**config.mk**
```make
export PLATFORM = sky130hd
export DESIGN_NAME = cla_seq_add512_flat
export DESIGN_NICKNAME = d
export VERILOG_FILES = /design/src/rtl/cla_seq_add512_pkg.sv /design/src/rtl/cla_seq_add512_if.sv /design/src/rtl/cla_seq_add512_cla32.sv /design/src/rtl/cla_seq_add512.sv /design/src/flat_wrapper.sv
export SDC_FILE = /design/constraint.sdc
export NUM_CORES = 2
export LEC_CHECK = 0
export BUFFER_PORTS_ARGS = -buffer_cell sky130_fd_sc_hd__buf_2
export CELL_PAD_IN_SITES_DETAIL_PLACEMENT = 1
export CELL_PAD_IN_SITES_GLOBAL_PLACEMENT = 2
export CORE_AREA = 2 2 610 612
export DETAILED_ROUTE_END_ITERATION = 8
export DIE_AREA = 0 0 612 614
export MAX_ROUTING_LAYER = met4
export PLACE_DENSITY_LB_ADDON = 0.1
export REMOVE_ABC_BUFFERS = 1
export SLEW_MARGIN = 5
export SYNTH_ARGS = -nofsm -noshare
export SYNTH_HDL_FRONTEND = slang
export SYNTH_SLANG_ARGS = --single-unit
```
**constraint.sdc**
```tcl
create_clock -name clk -period 5.96 [get_ports clk]
set_input_delay 0.298 -clock clk [delete_from_list [all_inputs] [get_ports clk]]
set_output_delay 0.298 -clock clk [all_outputs]
set_load 0.01 [all_outputs]
```
**src/rtl/cla_seq_add512_pkg.sv**
```systemverilog
// Shared definitions for the word-serial 512-bit adder: state encodings
// and default geometry (32-bit words, 16 words per operand).
package cla_seq_pkg;

   localparam int W_DEF     = 32;
   localparam int WORDS_DEF = 16;

   typedef enum logic [1:0] {
      S_IDLE = 2'd0,
      S_RUN  = 2'd1,
      S_DONE = 2'd2
   } state_t;

endpackage

```
**src/rtl/cla_seq_add512_if.sv**
```systemverilog
// Operand/result bus of the word-serial adder.
//
// Handshake: a transfer happens on a rising clock edge where valid and
// ready are both high. in_ready is high only in IDLE and in_valid is ignored
// elsewhere; out_valid stays high with sum_out/cout held until the edge where
// out_ready is high. Neither ready nor valid depends combinationally on the
// other side's signal. abort cancels an operation in RUN or DONE and blocks
// acceptance while in IDLE. state mirrors the controller state for debug.
interface cla_seq_add512_if #(
   parameter int W     = 32,
   parameter int WORDS = 16
);
   import cla_seq_pkg::*;

   logic               in_valid;
   logic               in_ready;
   logic               cin;
   logic [WORDS*W-1:0] a_in;
   logic [WORDS*W-1:0] b_in;
   logic               abort;
   logic               out_valid;
   logic               out_ready;
   logic [WORDS*W-1:0] sum_out;
   logic               cout;
   logic               busy;
   state_t             state;

   modport master (
      output in_valid, cin, a_in, b_in, abort, out_ready,
      input  in_ready, out_valid, sum_out, cout, busy, state
   );

   modport slave (
      input  in_valid, cin, a_in, b_in, abort, out_ready,
      output in_ready, out_valid, sum_out, cout, busy, state
   );

endinterface

```
**src/rtl/cla_seq_add512_cla32.sv**
```systemverilog
// 32-bit carry-lookahead adder: 4-bit groups with group generate/propagate
// and a lookahead chain over the eight groups.
module cla32 (
   input  logic [31:0] a,
   input  logic [31:0] b,
   input  logic        ci,
   output logic [31:0] s,
   output logic        cout
);

   logic [31:0] g;
   logic [31:0] p;
   logic [31:0] c;
   logic [7:0]  gg;
   logic [7:0]  gp;
   logic [8:0]  gc;

   // Bit/group generate-propagate, group carries, then in-group carries.
   always_comb begin
      g  = a & b;
      p  = a ^ b;
      c  = '0;
      gg = '0;
      gp = '0;
      gc = '0;
      for (int k = 0; k < 8; k++) begin
         gg[k] = g[4*k+3]
               | (p[4*k+3] & g[4*k+2])
               | (p[4*k+3] & p[4*k+2] & g[4*k+1])
               | (p[4*k+3] & p[4*k+2] & p[4*k+1] & g[4*k]);
         gp[k] = &p[4*k +: 4];
      end
      gc[0] = ci;
      for (int k = 0; k < 8; k++) begin
         gc[k+1] = gg[k] | (gp[k] & gc[k]);
      end
      for (int k = 0; k < 8; k++) begin
         c[4*k] = gc[k];
         for (int i = 1; i < 4; i++) begin
            c[4*k+i] = g[4*k+i-1] | (p[4*k+i-1] & c[4*k+i-1]);
         end
      end
      s    = p ^ c;
      cout = gc[8];
   end

endmodule

```
**src/rtl/cla_seq_add512.sv**
```systemverilog
// Word-serial WORDS*W-bit adder: one CLA32 is reused once per cycle,
// least-significant word first, with the carry chained through carry_reg.
// W must equal the CLA32 width (32); 2**IDX_W must cover WORDS.
module cla_seq_add512
   import cla_seq_pkg::*;
#(
   parameter int W     = W_DEF,
   parameter int WORDS = WORDS_DEF,
   parameter int IDX_W = 4
) (
   input logic               clk,
   input logic               rst_n,
   cla_seq_add512_if.slave   bus
);

   localparam logic [IDX_W-1:0] LAST_IDX = IDX_W'(WORDS - 1);

   state_t             state;
   state_t             next_state;
   logic [IDX_W-1:0]   idx;
   logic               carry_reg;
   logic [WORDS*W-1:0] a_reg;
   logic [WORDS*W-1:0] b_reg;
   logic [WORDS*W-1:0] sum_reg;
   logic               cout_reg;

   logic               accept;
   logic               last_word;
   logic [W-1:0]       word_a;
   logic [W-1:0]       word_b;
   logic [W-1:0]       word_sum;
   logic               word_cout;

   // abort wins over in_valid, so nothing is taken on an aborting cycle
   assign accept    = (state == S_IDLE) && bus.in_valid && !bus.abort;
   assign last_word = (idx == LAST_IDX);

   assign word_a = a_reg[idx*W +: W];
   assign word_b = b_reg[idx*W +: W];

   cla32 u_cla (
      .a    (word_a),
      .b    (word_b),
      .ci   (carry_reg),
      .s    (word_sum),
      .cout (word_cout)
   );

   // State register
   always_ff @(posedge clk or negedge rst_n) begin
      if (!rst_n) begin
         state <= S_IDLE;
      end else begin
         state <= next_state;
      end
   end

   // Next-state: abort or consumption returns to IDLE
   always_comb begin
      next_state = state;
      case (state)
         S_IDLE: begin
            if (accept) next_state = S_RUN;
         end
         S_RUN: begin
            if (bus.abort)      next_state = S_IDLE;
            else if (last_word) next_state = S_DONE;
         end
         S_DONE: begin
            if (bus.abort || bus.out_ready) next_state = S_IDLE;
         end
         default: next_state = S_IDLE;
      endcase
   end

   // Outputs decoded from the state register only
   always_comb begin
      bus.in_ready  = (state == S_IDLE);
      bus.out_valid = (state == S_DONE);
      bus.busy      = (state == S_RUN) || (state == S_DONE);
      bus.state     = state;
      bus.sum_out   = sum_reg;
      bus.cout      = cout_reg;
   end

   // Datapath: latch operands, then write back one sum word per RUN cycle
   always_ff @(posedge clk or negedge rst_n) begin
      if (!rst_n) begin
         idx       <= '0;
         carry_reg <= 1'b0;
         a_reg     <= '0;
         b_reg     <= '0;
         sum_reg   <= '0;
         cout_reg  <= 1'b0;
      end else begin
         case (state)
            S_IDLE: begin
               if (accept) begin
                  a_reg     <= bus.a_in;
                  b_reg     <= bus.b_in;
                  carry_reg <= bus.cin;
                  idx       <= '0;
                  sum_reg   <= '0;
               end
            end
            S_RUN: begin
               if (bus.abort) begin
                  // partial sum is left as-is
                  idx <= '0;
               end else begin
                  sum_reg[idx*W +: W] <= word_sum;
                  carry_reg           <= word_cout;
                  if (last_word) begin
                     cout_reg <= word_cout;
                     idx      <= '0;
                  end else begin
                     idx <= idx + 1'b1;
                  end
               end
            end
            S_DONE: begin
               if (bus.abort) idx <= '0;
            end
            default: idx <= '0;
         endcase
      end
   end

endmodule

```
**src/flat_wrapper.sv**
```systemverilog
// flat-port wrapper written by rule: the top's interface ports become plain ports
module cla_seq_add512_flat import cla_seq_pkg::*;
#(
   parameter int W     = W_DEF,
   parameter int WORDS = WORDS_DEF,
   parameter int IDX_W = 4
)
  (clk, rst_n, bus_in_valid, bus_cin, bus_a_in, bus_b_in, bus_abort, bus_out_ready, bus_in_ready, bus_out_valid, bus_sum_out, bus_cout, bus_busy, bus_state);
  cla_seq_add512_if #(.W(W), .WORDS(WORDS)) bus_i ();
  input logic clk;
  input logic rst_n;
  input wire logic [$bits(bus_i.in_valid)-1:0] bus_in_valid;
  input wire logic [$bits(bus_i.cin)-1:0] bus_cin;
  input wire logic [$bits(bus_i.a_in)-1:0] bus_a_in;
  input wire logic [$bits(bus_i.b_in)-1:0] bus_b_in;
  input wire logic [$bits(bus_i.abort)-1:0] bus_abort;
  input wire logic [$bits(bus_i.out_ready)-1:0] bus_out_ready;
  output wire logic [$bits(bus_i.in_ready)-1:0] bus_in_ready;
  output wire logic [$bits(bus_i.out_valid)-1:0] bus_out_valid;
  output wire logic [$bits(bus_i.sum_out)-1:0] bus_sum_out;
  output wire logic [$bits(bus_i.cout)-1:0] bus_cout;
  output wire logic [$bits(bus_i.busy)-1:0] bus_busy;
  output wire logic [$bits(bus_i.state)-1:0] bus_state;
  assign bus_i.in_valid = bus_in_valid;
  assign bus_i.cin = bus_cin;
  assign bus_i.a_in = bus_a_in;
  assign bus_i.b_in = bus_b_in;
  assign bus_i.abort = bus_abort;
  assign bus_i.out_ready = bus_out_ready;
  assign bus_in_ready = bus_i.in_ready;
  assign bus_out_valid = bus_i.out_valid;
  assign bus_sum_out = bus_i.sum_out;
  assign bus_cout = bus_i.cout;
  assign bus_busy = bus_i.busy;
  assign bus_state = bus_i.state;
  cla_seq_add512 #(.W(W), .WORDS(WORDS), .IDX_W(IDX_W)) u_core (.clk(clk), .rst_n(rst_n), .bus(bus_i));
endmodule
```
Word-level counts from Yosys, hierarchy flattened
Cells that the tools add are included.
{"block": "totals", "wordCells": 190, "ff_bits": 1544, "out_inout_bits": 518}
{"block": "op_classes", "muxes": 17, "n_bitwise": 132, "shift": 4, "reduce_logical": 20, "eq_ne": 8, "addsub": 2}
{"op": "512-bit 2-to-1 mux", "n": 2}
{"op": "512-bit one-hot mux with 2 select lines", "n": 1}
{"op": "512-bit by 10-bit indexed part select with 32-bit output", "n": 2}
{"op": "512-bit bitwise mux", "n": 1}
{"op": "32-bit by 34-bit variable shift with 512-bit output, first input constant", "n": 1}
{"op": "32-bit by 34-bit indexed part select with 512-bit output", "n": 1}
{"op": "1-bit AND", "n": 72}
{"op": "32-bit XOR", "n": 2}
{"op": "1-bit OR", "n": 56}
{"op": "9-bit negation with 34-bit output", "n": 1}
{"op": "32-bit AND", "n": 1}
{"op": "4-bit AND reduction", "n": 8}
{"op": "4-bit 2-to-1 mux", "n": 4}
{"op": "4-bit one-hot mux with 3 select lines", "n": 1}
{"op": "3-bit AND reduction", "n": 3}
{"op": "2-bit 2-to-1 mux", "n": 4}
{"op": "2-bit one-hot mux with 3 select lines", "n": 1}
{"op": "4-bit by 1-bit adder with 4-bit output, second input constant", "n": 1}
{"op": "4-bit equality test, second input constant", "n": 1}
{"op": "2-bit by 1-bit inequality test with 1-bit output, second input constant", "n": 2}
{"op": "2-bit inequality test, second input constant", "n": 2}
{"op": "2-bit AND reduction", "n": 2}
{"op": "3-bit by 2-bit inequality test with 1-bit output, second input constant", "n": 1}
{"op": "2-bit by 1-bit equality test with 1-bit output, second input constant", "n": 1}
{"op": "9 further kinds", "n": 12}

Longest topological paths before layout
{"block": "logic_depth", "depth_word": 30, "depth_mapped": 24, "depth_no_buf": 21}

By module
A second synthesis with hierarchy kept.
{"block": "hier_totals", "cells_unflattened": 4305, "hier_area_um2": 66276.1}
{"mod": "cla_seq_add512", "cells_each": 4161, "instances": 1, "area_each_um2": 64887.2}
{"mod": "cla32", "cells_each": 144, "instances": 1, "area_each_um2": 1388.8}

Worst setup path before layout
No wires, ideal clock.
{"block": "synth_path", "path_type": "flip-flop to flip-flop", "startpoint": "register u_core.idx[0]", "endpoint": "register u_core.sum_reg[471], in the netlist u_core.bus.sum_out[471]", "path_buffers": 3, "stages_incl_launch_ff": 22, "synth_period_minus_slack_ns": 4.937, "required_ns": 5.876, "setup_time_ns": 0.084, "setup_slack_ns": 1.023, "arrival_time_ns": 4.852, "cell_sequence": "dfrtp_1 buf_4 buf_4 buf_2 mux4_2 a22oi_1 o21a_1 inv_1 ha_1 a21oi_1 o21ai_0 nand2b_1 nand3b_1 a21oi_1 o21ba_2 fa_1 fa_1 fa_1 xor2_1 nor2_1 nand2_1 o21ai_0"}
{"block": "synth_between", "elab_chain_cells": 30, "elab_cells_between_ends": 136, "classes_between": "add/sub (1); shift (4); mux (3); bitwise (121); reduce/logical (7)"}
{"item": "start, declared", "line": "cla_seq_add512.sv:20", "source": "logic [IDX_W-1:0] idx;"}
{"item": "start signal, assigned", "line": "cla_seq_add512.sv:117", "source": "idx <= idx + 1'b1;"}
{"item": "512-bit by 10-bit indexed part select with 32-bit output (on tied branches)", "line": "cla_seq_add512.sv:38, cla_seq_add512.sv:39"}
{"item": "32-bit XOR / 32-bit AND (equally long branches)", "line": "cla_seq_add512_cla32.sv:21, cla_seq_add512_cla32.sv:20"}
{"item": "1-bit AND (on tied branches)", "line": "cla_seq_add512_cla32.sv:28, cla_seq_add512_cla32.sv:29, cla_seq_add512_cla32.sv:30"}
{"item": "1-bit OR (tied with other cells)", "line": "cla_seq_add512_cla32.sv:28", "source": "| (p[4*k+3] & g[4*k+2])"}
{"item": "1-bit OR / 1-bit AND (equally long branches)", "line": "cla_seq_add512_cla32.sv:29, cla_seq_add512_cla32.sv:30"}
{"item": "1-bit OR", "line": "cla_seq_add512_cla32.sv:30", "source": "| (p[4*k+3] & p[4*k+2] & p[4*k+1] & g[4*k]);"}
{"item": "1-bit OR", "line": "cla_seq_add512_cla32.sv:35", "source": "gc[k+1] = gg[k] | (gp[k] & gc[k]);"}
{"item": "1-bit AND", "line": "cla_seq_add512_cla32.sv:35"}
{"item": "[14 not listed]"}
{"item": "1-bit OR", "line": "cla_seq_add512_cla32.sv:40", "source": "c[4*k+i] = g[4*k+i-1] | (p[4*k+i-1] & c[4*k+i-1]);"}
{"item": "1-bit AND", "line": "cla_seq_add512_cla32.sv:40"}
{"item": "1-bit OR", "line": "cla_seq_add512_cla32.sv:40"}
{"item": "32-bit XOR", "line": "cla_seq_add512_cla32.sv:43", "source": "s = p ^ c;"}
{"item": "32-bit by 34-bit indexed part select with 512-bit output", "line": "cla_seq_add512.sv:111", "source": "sum_reg[idx*W +: W] <= word_sum;"}
{"item": "512-bit bitwise mux *", "line": "cla_seq_add512.sv:111"}
{"item": "512-bit 2-to-1 mux *", "line": "cla_seq_add512.sv:107", "source": "if (bus.abort) begin"}
{"item": "512-bit one-hot mux with 2 select lines *", "line": "cla_seq_add512.sv:96", "source": "case (state)"}
{"item": "end signal, assigned by index", "line": "cla_seq_add512.sv:111"}
{"item": "end, declared", "line": "cla_seq_add512.sv:24", "source": "logic [WORDS*W-1:0] sum_reg;"}
Every way passes the cells marked *; elsewhere a longest branch is shown, timed or not. The select of a mux whose other input is x is not followed.
A chain may end at the register's enable or synchronous reset.

Worst setup path after layout
{"block": "layout_path", "startpoint": "register u_core.idx[0]", "endpoint": "register u_core.sum_reg[115], in the netlist u_core.bus.sum_out[115]"}
Same word-level chain as after synthesis.

==> out/qor.yml <==
ys.flop_type: "dfrtp_1"
wl_per_cell_um: 31.0
synth_edf_count: 0
fillerInstances: 40705
async_reset_ff_frac: 1.00
cts_htree_levels: 4
via_per_inst: 4.18
rows: 224
power.density_nw_per_um2: 606
synth_area_um2: 67000
critPathArrivalTime_ns: 6.48
synth_seq_cells: 1544
cts_tree: "yes"
cp.required_ns: 6.74
finalPower_mw: 61.0
drt-initial-drc-count: 2395
cp-end-kind: "flop"
grt_pass1_vias: 58980
fin_crit_ns: 5.70
ff2ff_setup_slack_ns: 0.26
worstSetupStartpointType: "flop"
start_util: 0.181
hold_viol: 0
clk_pin_slew_worst_paths_ns: 0.06
fmax_ghz: 0.176
synth.distinct_cells: 54
ir_worst_vdd_mv: 0.834
drtAntennaViolNets: 0
insertion_delay_ns: 0.92
post-route-drc-count: 0
drive_above_1_share: 0.403
syn_inst: 4740
finalClockSkew_ns: 0.0753
tightest_slew_ns: 1.46
leakage_nw: 45.1
maxCapViolCount: 0
grt_max_degree: 156
grt_pass1_wl_um: 529000
synth_seq_area_share: 0.577
die_x_um: 612
syn_avg_cell_area_um2: 14.1
vias: 53421
fin_tns_setup_ns: 0
min_period_over_period: 0.956
syn2layout_area_growth_pct: 50.3
maxSlewHeadroom: 0.0177
setup_violations: 0
rsz0062_at_grt: "yes"
dieArea_um2: 376000
clk_path_buf_depth: 4
regArea_um2: 38700
critPathKind: "flop to flop"
core_um2: 370000
die_h_um: 614
portBuffers: 1547
gp_congestion: 0.803
postRouteWirelength_um: 396000
dpl.hpwl_um: 300000
hold_path_class: "input pin to async pin"
root_buffer: "clkbuf_16"
slew_viol_final: 0
first_pass_iters: 5
status: "complete, no violations"
antenna_found_initial: 191
cp_max_fo: 12
yosysWarnings: 0
cts_made_buffers: 206
grt.total_usage: 0.211
num-nets-final: 8624
pin_count: 1548
hold_ws_ns: 0.0639
multi_input_area_um2: 26700
gr-total-overflow: 0
clock_sinks: 1544
## final timing paths
check	endpoint	startpoint	depth (start not counted)
max in group asynchronous	u_core.b_reg[273]	rst_n	3
setup / recovery	u_core.bus.sum_out[115]	u_core.idx[0]	26
setup reg to reg	u_core.bus.sum_out[115]	u_core.idx[0]	26
hold / removal	u_core.bus.sum_out[121]	rst_n	2
hold reg to reg	u_core.bus.sum_out[126]	u_core.bus.sum_out[126]	2
min in group clk	u_core.bus.state[0]	bus_in_valid	6
## through the flow
stage | utilization | area [µm²] | worst slack (ns) | instances
6_report | 0.272 | 101000 | 0.264 | 12770
5_1_grt | 0.272 | 101000 | -0.0165 | 12758
4_1_cts | 0.271 | 100000 | 0.0143 | 12652
3_5_place_dp | 0.223 | 82600 | -0.761 | 11238
3_3_place_gp | 0.223 | 82600 | -0.760 | 11238
2_1_floorplan | - | 65200 | -19.59 | 4408
## final cells by class
class | instances | share of cell area
clock inverters | 43 | 0.00630
flip-flops and latches | 1544 | 0.384
inverters | 60 | 0.00229
multi-input cells | 2804 | 0.266
well taps | 4972 | 0.0618
clock buffers | 321 | 0.0614
repair buffers | 2913 | 0.216
diodes | 113 | 0.00281
## Yosys cell counts, types with 2 or more instances
master,instances,area [µm²]
inv_1,58,218
a21oi_1,16,80.1
buf_2,145,726
nor2b_1,6,37.5
nand3b_1,2,15.0
a31oi_1,4,25.0
o31ai_1,3,22.5
xnor2_1,2,17.5
o21ai_0,230,1150
or3_1,3,18.8
mux2_2,667,7510
clkbuf_1,107,402
o2bb2ai_1,51,447
o21a_1,44,330
mux2i_1,255,2550
and2_1,3,18.8
dfrtp_1,1544,38600
inv_2,2,7.51
mux2_1,360,4050
a22oi_1,64,480
a21o_1,2,15.0
nor4_1,3,18.8
ha_1,41,513
buf_1,17,63.8
nor2_1,151,567
buf_6,41,462
fa_1,24,480
nand2_1,260,976
and3_1,3,18.8
mux4_2,128,2880
a221oi_1,127,1110
a211o_1,3,26.3
nor3_1,7,35.0
xor2_1,8,70.1
buf_4,22,165
nand2b_1,27,169
o21ba_2,4,40.0
a32o_1,10,100
a22o_1,267,2340
nand3_1,10,50.1
o21ai_1,2,10.0
nand4_1,5,31.3
## kinds of logic after synthesis
group / Yosys count / synth area share
flops: 1544 / 0.577
buf+inv: 392 / 0.0305
xor+xnor: 10 / 0.00131
mux: 1410 / 0.254
compound gates: 833 / 0.0930
fa+ha+maj: 65 / 0.0148
simple gates: 486 / 0.0302
## cell usage in the layout, fill, tap and decap left out, types with 10 or more instances in the layout
cell,synthesis,final
a32o_1,10,10
a221oi_2,0,12
mux4_2,128,128
buf_4,22,244
a22oi_1,64,64
nand2_1,260,248
o2bb2ai_1,51,51
nor2_1,151,130
nand2b_1,27,26
a22o_1,267,267
ha_1,41,38
clkbuf_1,107,57
clkinv_2,0,19
bufinv_16,0,11
diode_2,0,113
o21a_2,0,20
clkbuf_16,0,208
buf_2,145,1546
buf_12,0,78
mux2_2,667,667
a221oi_1,127,115
o21ai_1,2,21
o21a_1,44,24
nor2_2,0,16
o21ai_0,230,207
clkbuf_8,0,56
dfrtp_1,1544,1540
nand2_2,0,11
mux2i_1,255,252
dlygate4sd3_1,0,1032
fa_1,24,19
inv_1,58,57
a21oi_1,16,13
mux2_1,360,360
## routing by layer
metal,global-route usage,part of all wire
met3,0.0328,0.043
met4,0.0711,0.041
met1,0.237,0.39
met5,-,0
met2,0.380,0.52
## repair_timing
action,CTS,global route
endpoints found under the hold margin,1143,0
cloned,5,0
endpoints found under the setup margin,324,122
hold buffers,1032,0
setup buffers,13,5
pin swaps,6,9
resized for setup,70,42
## power breakdown
| part | internal (mW) | total, mW | switching, mW |
|---|---|---|---|
| registers | 14.1 | 16.4 | 2.23 |
| clock network | 7.58 | 12.9 | 5.28 |
| logic | 13.7 | 31.8 | 18.1 |
## worst max-delay path: stages, from the launching register on
cell	delay [ns]
dfrtp_4	0.47
buf_4	0.15
buf_16	0.16
buf_12	0.19
buf_4	0.20
mux2i_1	0.26
a221oi_2	0.12
a22oi_1	0.21
o21a_2	0.26
inv_1	0.06
ha_1	0.30
nand4_1	0.10
buf_4	0.16
nor2_1	0.13
o31ai_2	0.11
nand3b_1	0.14
a21oi_1	0.11
buf_4	0.16
fa_1	0.45
fa_2	0.41
fa_1	0.45
xor2_1	0.17
buf_4	0.17
nor2_2	0.12
buf_12	0.17
nand2_2	0.10
o21ai_0	0.18
Note: power is estimated with default switching activity, not from simulation.
